$ cat src/rtl/bypass_controller.sv
// Decode/execute hazard scheduler: tracks EX/MEM destinations, registers operand
// bypass selections for the next EX instruction and inserts one bubble per load-use.
package bypass_controller_pkg;
    typedef enum logic [1:0] {
        BYPASS_NONE = 2'd0,
        BYPASS_EXEC = 2'd1,
        BYPASS_MEM  = 2'd2
    } bypass_ctrl_t;
endpackage

module bypass_controller
    import bypass_controller_pkg::*;
(
    input  logic         clk,
    input  logic         rst,
    input  logic         idValid,
    input  logic [4:0]   idRs1Addr,
    input  logic [4:0]   idRs2Addr,
    input  logic         idRs1Used,
    input  logic         idRs2Used,
    input  logic [4:0]   idRdAddr,
    input  logic         idWrEnable,
    input  logic         idIsLoad,
    input  logic         flush,
    input  logic         memStall,
    output bypass_ctrl_t op1BypassCtrl,
    output bypass_ctrl_t op2BypassCtrl,
    output logic         stall,
    output logic [31:0]  stallCount
);

    logic         ex_valid_q, ex_wr_q, ex_load_q;
    logic [4:0]   ex_rd_q;
    logic         mem_valid_q, mem_wr_q;
    logic [4:0]   mem_rd_q;
    bypass_ctrl_t op1_q, op2_q;
    logic [31:0]  stall_count_q;

    logic         ex_valid_d, ex_wr_d, ex_load_d;
    logic [4:0]   ex_rd_d;
    logic         mem_valid_d, mem_wr_d;
    logic [4:0]   mem_rd_d;
    bypass_ctrl_t op1_d, op2_d;
    logic [31:0]  stall_count_d;

    logic src1_ex, src2_ex, src1_mem, src2_mem, load_use;
    bypass_ctrl_t op1_sel, op2_sel;

    // x0 never forwards, so a zero source address can never match
    assign src1_ex  = idValid && idRs1Used && ex_valid_q  && ex_wr_q  && (ex_rd_q  == idRs1Addr) && (idRs1Addr != 5'd0);
    assign src2_ex  = idValid && idRs2Used && ex_valid_q  && ex_wr_q  && (ex_rd_q  == idRs2Addr) && (idRs2Addr != 5'd0);
    assign src1_mem = idValid && idRs1Used && mem_valid_q && mem_wr_q && (mem_rd_q == idRs1Addr) && (idRs1Addr != 5'd0);
    assign src2_mem = idValid && idRs2Used && mem_valid_q && mem_wr_q && (mem_rd_q == idRs2Addr) && (idRs2Addr != 5'd0);

    assign op1_sel  = src1_ex ? BYPASS_EXEC : (src1_mem ? BYPASS_MEM : BYPASS_NONE);
    assign op2_sel  = src2_ex ? BYPASS_EXEC : (src2_mem ? BYPASS_MEM : BYPASS_NONE);

    assign load_use = (src1_ex || src2_ex) && ex_load_q;
    assign stall    = load_use && !flush;

    always_comb begin
        ex_valid_d    = ex_valid_q;
        ex_rd_d       = ex_rd_q;
        ex_wr_d       = ex_wr_q;
        ex_load_d     = ex_load_q;
        mem_valid_d   = mem_valid_q;
        mem_rd_d      = mem_rd_q;
        mem_wr_d      = mem_wr_q;
        op1_d         = op1_q;
        op2_d         = op2_q;
        stall_count_d = stall_count_q;
        if (!memStall) begin
            mem_valid_d = ex_valid_q;
            mem_rd_d    = ex_rd_q;
            mem_wr_d    = ex_wr_q;
            if (flush || load_use) begin
                // bubble into EX; flush wins so a killed consumer never counts as a stall
                ex_valid_d = 1'b0;
                ex_rd_d    = 5'd0;
                ex_wr_d    = 1'b0;
                ex_load_d  = 1'b0;
                op1_d      = BYPASS_NONE;
                op2_d      = BYPASS_NONE;
                if (!flush) begin
                    stall_count_d = stall_count_q + 32'd1;
                end
            end else begin
                ex_valid_d = idValid;
                ex_rd_d    = idRdAddr;
                ex_wr_d    = idWrEnable;
                ex_load_d  = idIsLoad;
                op1_d      = op1_sel;
                op2_d      = op2_sel;
            end
        end
    end

    always_ff @(posedge clk) begin
        if (!rst) begin
            ex_valid_q    <= 1'b0;
            ex_rd_q       <= 5'd0;
            ex_wr_q       <= 1'b0;
            ex_load_q     <= 1'b0;
            mem_valid_q   <= 1'b0;
            mem_rd_q      <= 5'd0;
            mem_wr_q      <= 1'b0;
            op1_q         <= BYPASS_NONE;
            op2_q         <= BYPASS_NONE;
            stall_count_q <= 32'd0;
        end else begin
            ex_valid_q    <= ex_valid_d;
            ex_rd_q       <= ex_rd_d;
            ex_wr_q       <= ex_wr_d;
            ex_load_q     <= ex_load_d;
            mem_valid_q   <= mem_valid_d;
            mem_rd_q      <= mem_rd_d;
            mem_wr_q      <= mem_wr_d;
            op1_q         <= op1_d;
            op2_q         <= op2_d;
            stall_count_q <= stall_count_d;
        end
    end

    assign op1BypassCtrl = op1_q;
    assign op2BypassCtrl = op2_q;
    assign stallCount    = stall_count_q;

endmodule

$ cat config.mk
export PLATFORM = sky130hd
export DESIGN_NAME = bypass_controller
export DESIGN_NICKNAME = d
export VERILOG_FILES = /design/src/rtl/bypass_controller.sv
export SDC_FILE = /design/constraint.sdc
export NUM_CORES = 1
export LEC_CHECK = 0
export BUFFER_PORTS_ARGS = -buffer_cell sky130_fd_sc_hd__buf_2
export CORE_UTILIZATION = 55
export DETAILED_ROUTE_END_ITERATION = 12
export MAX_ROUTING_LAYER = met4
export PLACE_DENSITY = 0.9
export REMOVE_ABC_BUFFERS = 1
export SYNTH_ARGS = -nofsm -noshare
export SYNTH_HDL_FRONTEND = slang
export SYNTH_SLANG_ARGS = --single-unit
$ cat constraint.sdc
create_clock -name clk -period 2.8 [get_ports clk]
set_clock_uncertainty 0.1 [all_clocks]
set_input_delay 0.14 -clock clk [delete_from_list [all_inputs] [get_ports clk]]
set_output_delay 0.14 -clock clk [all_outputs]
set_load 0.01 [all_outputs]
# == After elaboration in Yosys (flattened, before gate mapping) ==
# Cells that the tools add are included.
# word_totals
register_bits,51
inputBits,24
out_inout_bits,37
wordCells,53
# classes
addsub,1
eq_ne,4
mux,10
bitwise_logic,2
reduce_logical,26
# ops
operator,n
$add A32 B1 Y32 const B,1
$eq A5 B5 Y1,4
$logic_and A1 B1 Y1,20
$mux W2,6
$reduce_bool A5 Y1,2
$mux W5,1
$mux W1,3
$reduce_and A3 Y1,1
$logic_or A1 B1 Y1,2
$not A1 Y1,2
$logic_not A1 Y1,1

# == Logic depth before layout (Yosys ltp) ==
# depth
depth_word,9
ltp_mapped,7
mapped_depth_nobuf,5

# == Worst setup path before layout ==
# OpenSTA, ideal clock, no wires.
# synth_timing
path_kind,register to register
start,"register stall_count_q[7], in the netlist stallCount[7]"
end,"register stall_count_q[19], in the netlist stallCount[19]"
setup_time_ps,72
t_arrival_ps,1749
required_ps,2628
setup_slack_ps,880
path_stages_with_launch,6
n_path_buf,1
synth_period_minus_slack_ps,1920
path_cell_list,dfxtp_1 -> nand4_2 -> or4_4 -> buf_6 -> nor4_2 -> mux2i_1
# synth_between
elab_chain_len,1
# synth_lines
element,line_no,text
start: declaration,37,logic [31:0] stall_count_q;
start signal: assignment,120,stall_count_q <= stall_count_d;
$add A32 B1 Y32,85,stall_count_d = stall_count_q + 32'd1;
# Every way passes these cells.
# A chain may end at the register's enable or synchronous reset.

# == Worst setup path in the final report ==
# layout_timing
start,register ex_rd_q[3]
end,"register stall_count_q[27], in the netlist stallCount[27]"
# layout_between
elab_chain_len,7
word_cells_on_any_way,10
cone_classes,eq/ne (2); reduce/logical (8)
# layout_lines
element,line_no,text
start: declaration,33,logic [4:0] ex_rd_q;
start signal: assignment,112,ex_rd_q <= ex_rd_d;
$eq A5 B5 Y1 (on tied branches),"50, 51",
$logic_and A1 B1 Y1 (on tied branches) (2 in series),"50, 51",
$logic_or A1 B1 Y1 *,58,assign load_use = (src1_ex || src2_ex) && ex_load_q;
$logic_and A1 B1 Y1 *,58,
$logic_or A1 B1 Y1 *,76,if (flush || load_use) begin
$reduce_and A3 Y1 (no line) *,n/a,
# Mark *: on every way between the ends. The rest lies on a longest branch, timed or not.

==> metrics.cfg <==
[outcome]
status=finished clean

[clocking]
clock_path_buffers=2
post_cts_buffers=0
insertion_delay_ps=310
h-tree-depth=2
cts_tree=yes
clkTransAtPathRegs_ps=100
cts.sinks=51
ctsRootBufferMaster=clkbuf_8
cts_made_buffers=5
cts.repair.resized=0

[place]
gp_congestion=0.8987
placedCellCount=425
placed_area_um2=3186
port_buffers=60
dp_hpwl_um=4897

[drt]
via_per_inst=6.286
wire_per_inst_um=16.69
drc=0
drt-initial-drc-count=259
dr.pass1.iters=4
routed_wl_um=7343
vias=2766
ant_nets=0

[logic_synthesis]
async_flop_share_pct=0
synth-xor-area-share_pct=6.122
synth.mux.area_fraction_pct=6.296
ys_warn_count=0
netlist_top_cells_area=dfxtp_1 36%, mux2i_1 6.3%, nand2b_1 6.1%
syn_area_um2=2861
synth_edf_count=0
synth_top_cell_by_area=dfxtp_1
syn_avg_cell_area_um2=9.084
synth_flop_cell=dfxtp_1
synthCells=315
synth.top_cells.by_count=51 x dfxtp_1, 28 x nand2b_1, 27 x nand2_1, 18 x mux2i_1, 18 x o41ai_1
synth_top_family_by_area=simple AND/OR/NAND/NOR gates
synth-seq-area-share_pct=35.68
yosys.area.top_type_share_pct=35.68
ys_seq_elements=51
synth-compound-area-share_pct=17.32
ys_types=44
synth-simple-area-share_pct=29.91
yosysMostFrequentCell=dfxtp_1
synthAdderAreaFrac_pct=0.4373

[global_routing]
grt_util_met1_pct=36.35
grt_pass1_vias=2473
gr-usage-met2_pct=46.06
antenna_found_initial=0
grt_max_degree=42
grt_pass1_wl_um=11870
use_met3_pct=5.556
top_usage_layer=met2
gr-total-overflow=0
grtUsageTotal_pct=28.85

[pwr]
p_total_mw=1.311
vdd_drop_max_mv=0.2681
power_density_nw_per_um2=391.3
p_leak_nw=1.327

[timing]
hold_viol_final=0
min_period_ps=2499
setup_viol=0
worst_slew_pin_slew_ps=1015
rsz0062_at_grt=false
max_slew_margin_pct=32.32
max_freq_mhz=400.1
drv_slew=0
period_share_pct=89.26
tns_ps=0

[cells_and_area]
final_design_area_no_fill_um2=3351
fillers=356
area_growth_pct=17.10
stdcell_count=440
n_antenna_cell=0
drive_above_1_share_pct=22.25
nets=397

[worst_hold_path]
hold_path.class=in2reg

[setup_path]
cp_max_fo=25
slowest_stage=a22oi_2
worstPathRequired_ps=2900
cpPeakStageDelay_ps=840
cp_data_arrival_time_ps=2600
path_delay_family=compound AO/OA/AOI/OAI gates
crit_buf_inv=1
crit_type=reg2reg
endpoint_kind=flip-flop
crit_chain=xor2_1 -> a211oi_1 -> a22oi_2 -> buf_4 -> o311ai_0 -> o41ai_1
cp-start-kind=flip-flop

[die]
io_pins=61
std_cell_rows=25
start_util_pct=59.02
die_h_um=74.13
die_area_um2=5495
die_w_um=74.13
coreArea_um2=4848

[run]
maxCapViolations=0

## sequential cells by signal (all words and copies together) (netlist names)
| register | cells |
|---|---|
| ex_wr_q | 1 |
| op1BypassCtrl | 2 |
| op2BypassCtrl | 2 |
| stallCount | 32 |
| ex_rd_q | 5 |
| ex_valid_q | 1 |
| mem_wr_q | 1 |
| ex_load_q | 1 |
| mem_rd_q | 5 |
| mem_valid_q | 1 |
## per-layer routing
| metal | up-vias | part of all wire [%] |
|---|---|---|
| li1 | 1325 | - |
| met2 | 107 | 51 |
| met4 | 0 | 2.2 |
| met5 | - | 0 |
| met1 | 1320 | 42 |
| met3 | 14 | 4.6 |
## power breakdown
group / total [mW] / switching, mW / internal (mW)
Combinational: 0.117 / 0.0656 / 0.0514
Sequential: 0.741 / 0.00953 / 0.731
Clock: 0.453 / 0.250 / 0.203
Total: 1.31 / 0.325 / 0.986
## worst paths after layout
kind                                                   from                           to  slack, ps  depth (start not counted)
worst max-delay path                ex_rd_q[3]$_SDFFE_PN0N_  stallCount[27]$_SDFFE_PN0P_        300                          6
worst min-delay path                                idValid      ex_valid_q$_SDFFE_PN0N_         50                          2
worst max register to register      ex_rd_q[3]$_SDFFE_PN0N_  stallCount[27]$_SDFFE_PN0P_        300                          6
worst min register to register  stallCount[31]$_SDFFE_PN0P_  stallCount[31]$_SDFFE_PN0P_        370                          2
## cells in the final DEF (no fill, tap or decap), types with 3 or more instances in the layout
cell	instances
a32o_1	8
and3_1	6
buf_2	60
buf_4	4
clkbuf_8	6
dfxtp_1	51
dlygate4sd3_1	7
inv_1	3
mux2i_1	18
nand2_1	27
nand2b_1	28
nand3_1	16
nand4_1	13
nor2_1	9
nor2b_1	9
nor3_1	9
nor4_1	5
nor4_2	5
o311ai_0	14
o311ai_1	4
o41ai_1	18
or4b_1	3
xnor2_1	4
xor2_1	16
## through the flow
step           hold WS, ps  setup WS, ps  util [%]
2_1_floorplan        168.2         278.0         -
3_3_place_gp         283.3         461.1     65.70
3_5_place_dp         282.8         341.9     65.70
4_1_cts              36.45         283.7     69.11
5_1_grt              72.35         128.7     69.11
6_report             52.68         300.7     69.11
## cells by family (layout without fill, tap and decap cells)
group / count (synthesis) / in the layout
simple gates: 143 / 143
xor+xnor: 20 / 20
compound gates: 57 / 57
fa+ha+maj: 1 / 1
buf+inv: 25 / 83
mux: 18 / 18
flops: 51 / 51
## area by class of cell
| cell class | instances | area [um^2] | share of cell area (%) |
|---|---|---|---|
| clock buffer | 7 | 86.33 | 2.577 |
| sequential | 51 | 1021 | 30.47 |
| multi-input combinational | 239 | 1719 | 51.31 |
| tap | 67 | 83.83 | 2.502 |
| clock inverter | 1 | 8.758 | 0.2614 |
| inverter | 3 | 11.26 | 0.3361 |
| timing repair buffer | 72 | 420.4 | 12.55 |
## timing repair
| action | 4_1_cts | 5_1_grt |
|---|---|---|
| endpoints found under the hold margin | 7 | 0 |
| endpoints found under the setup margin | 0 | 0 |
| hold buffers | 7 | 0 |
(Power assumes the default switching activity.)
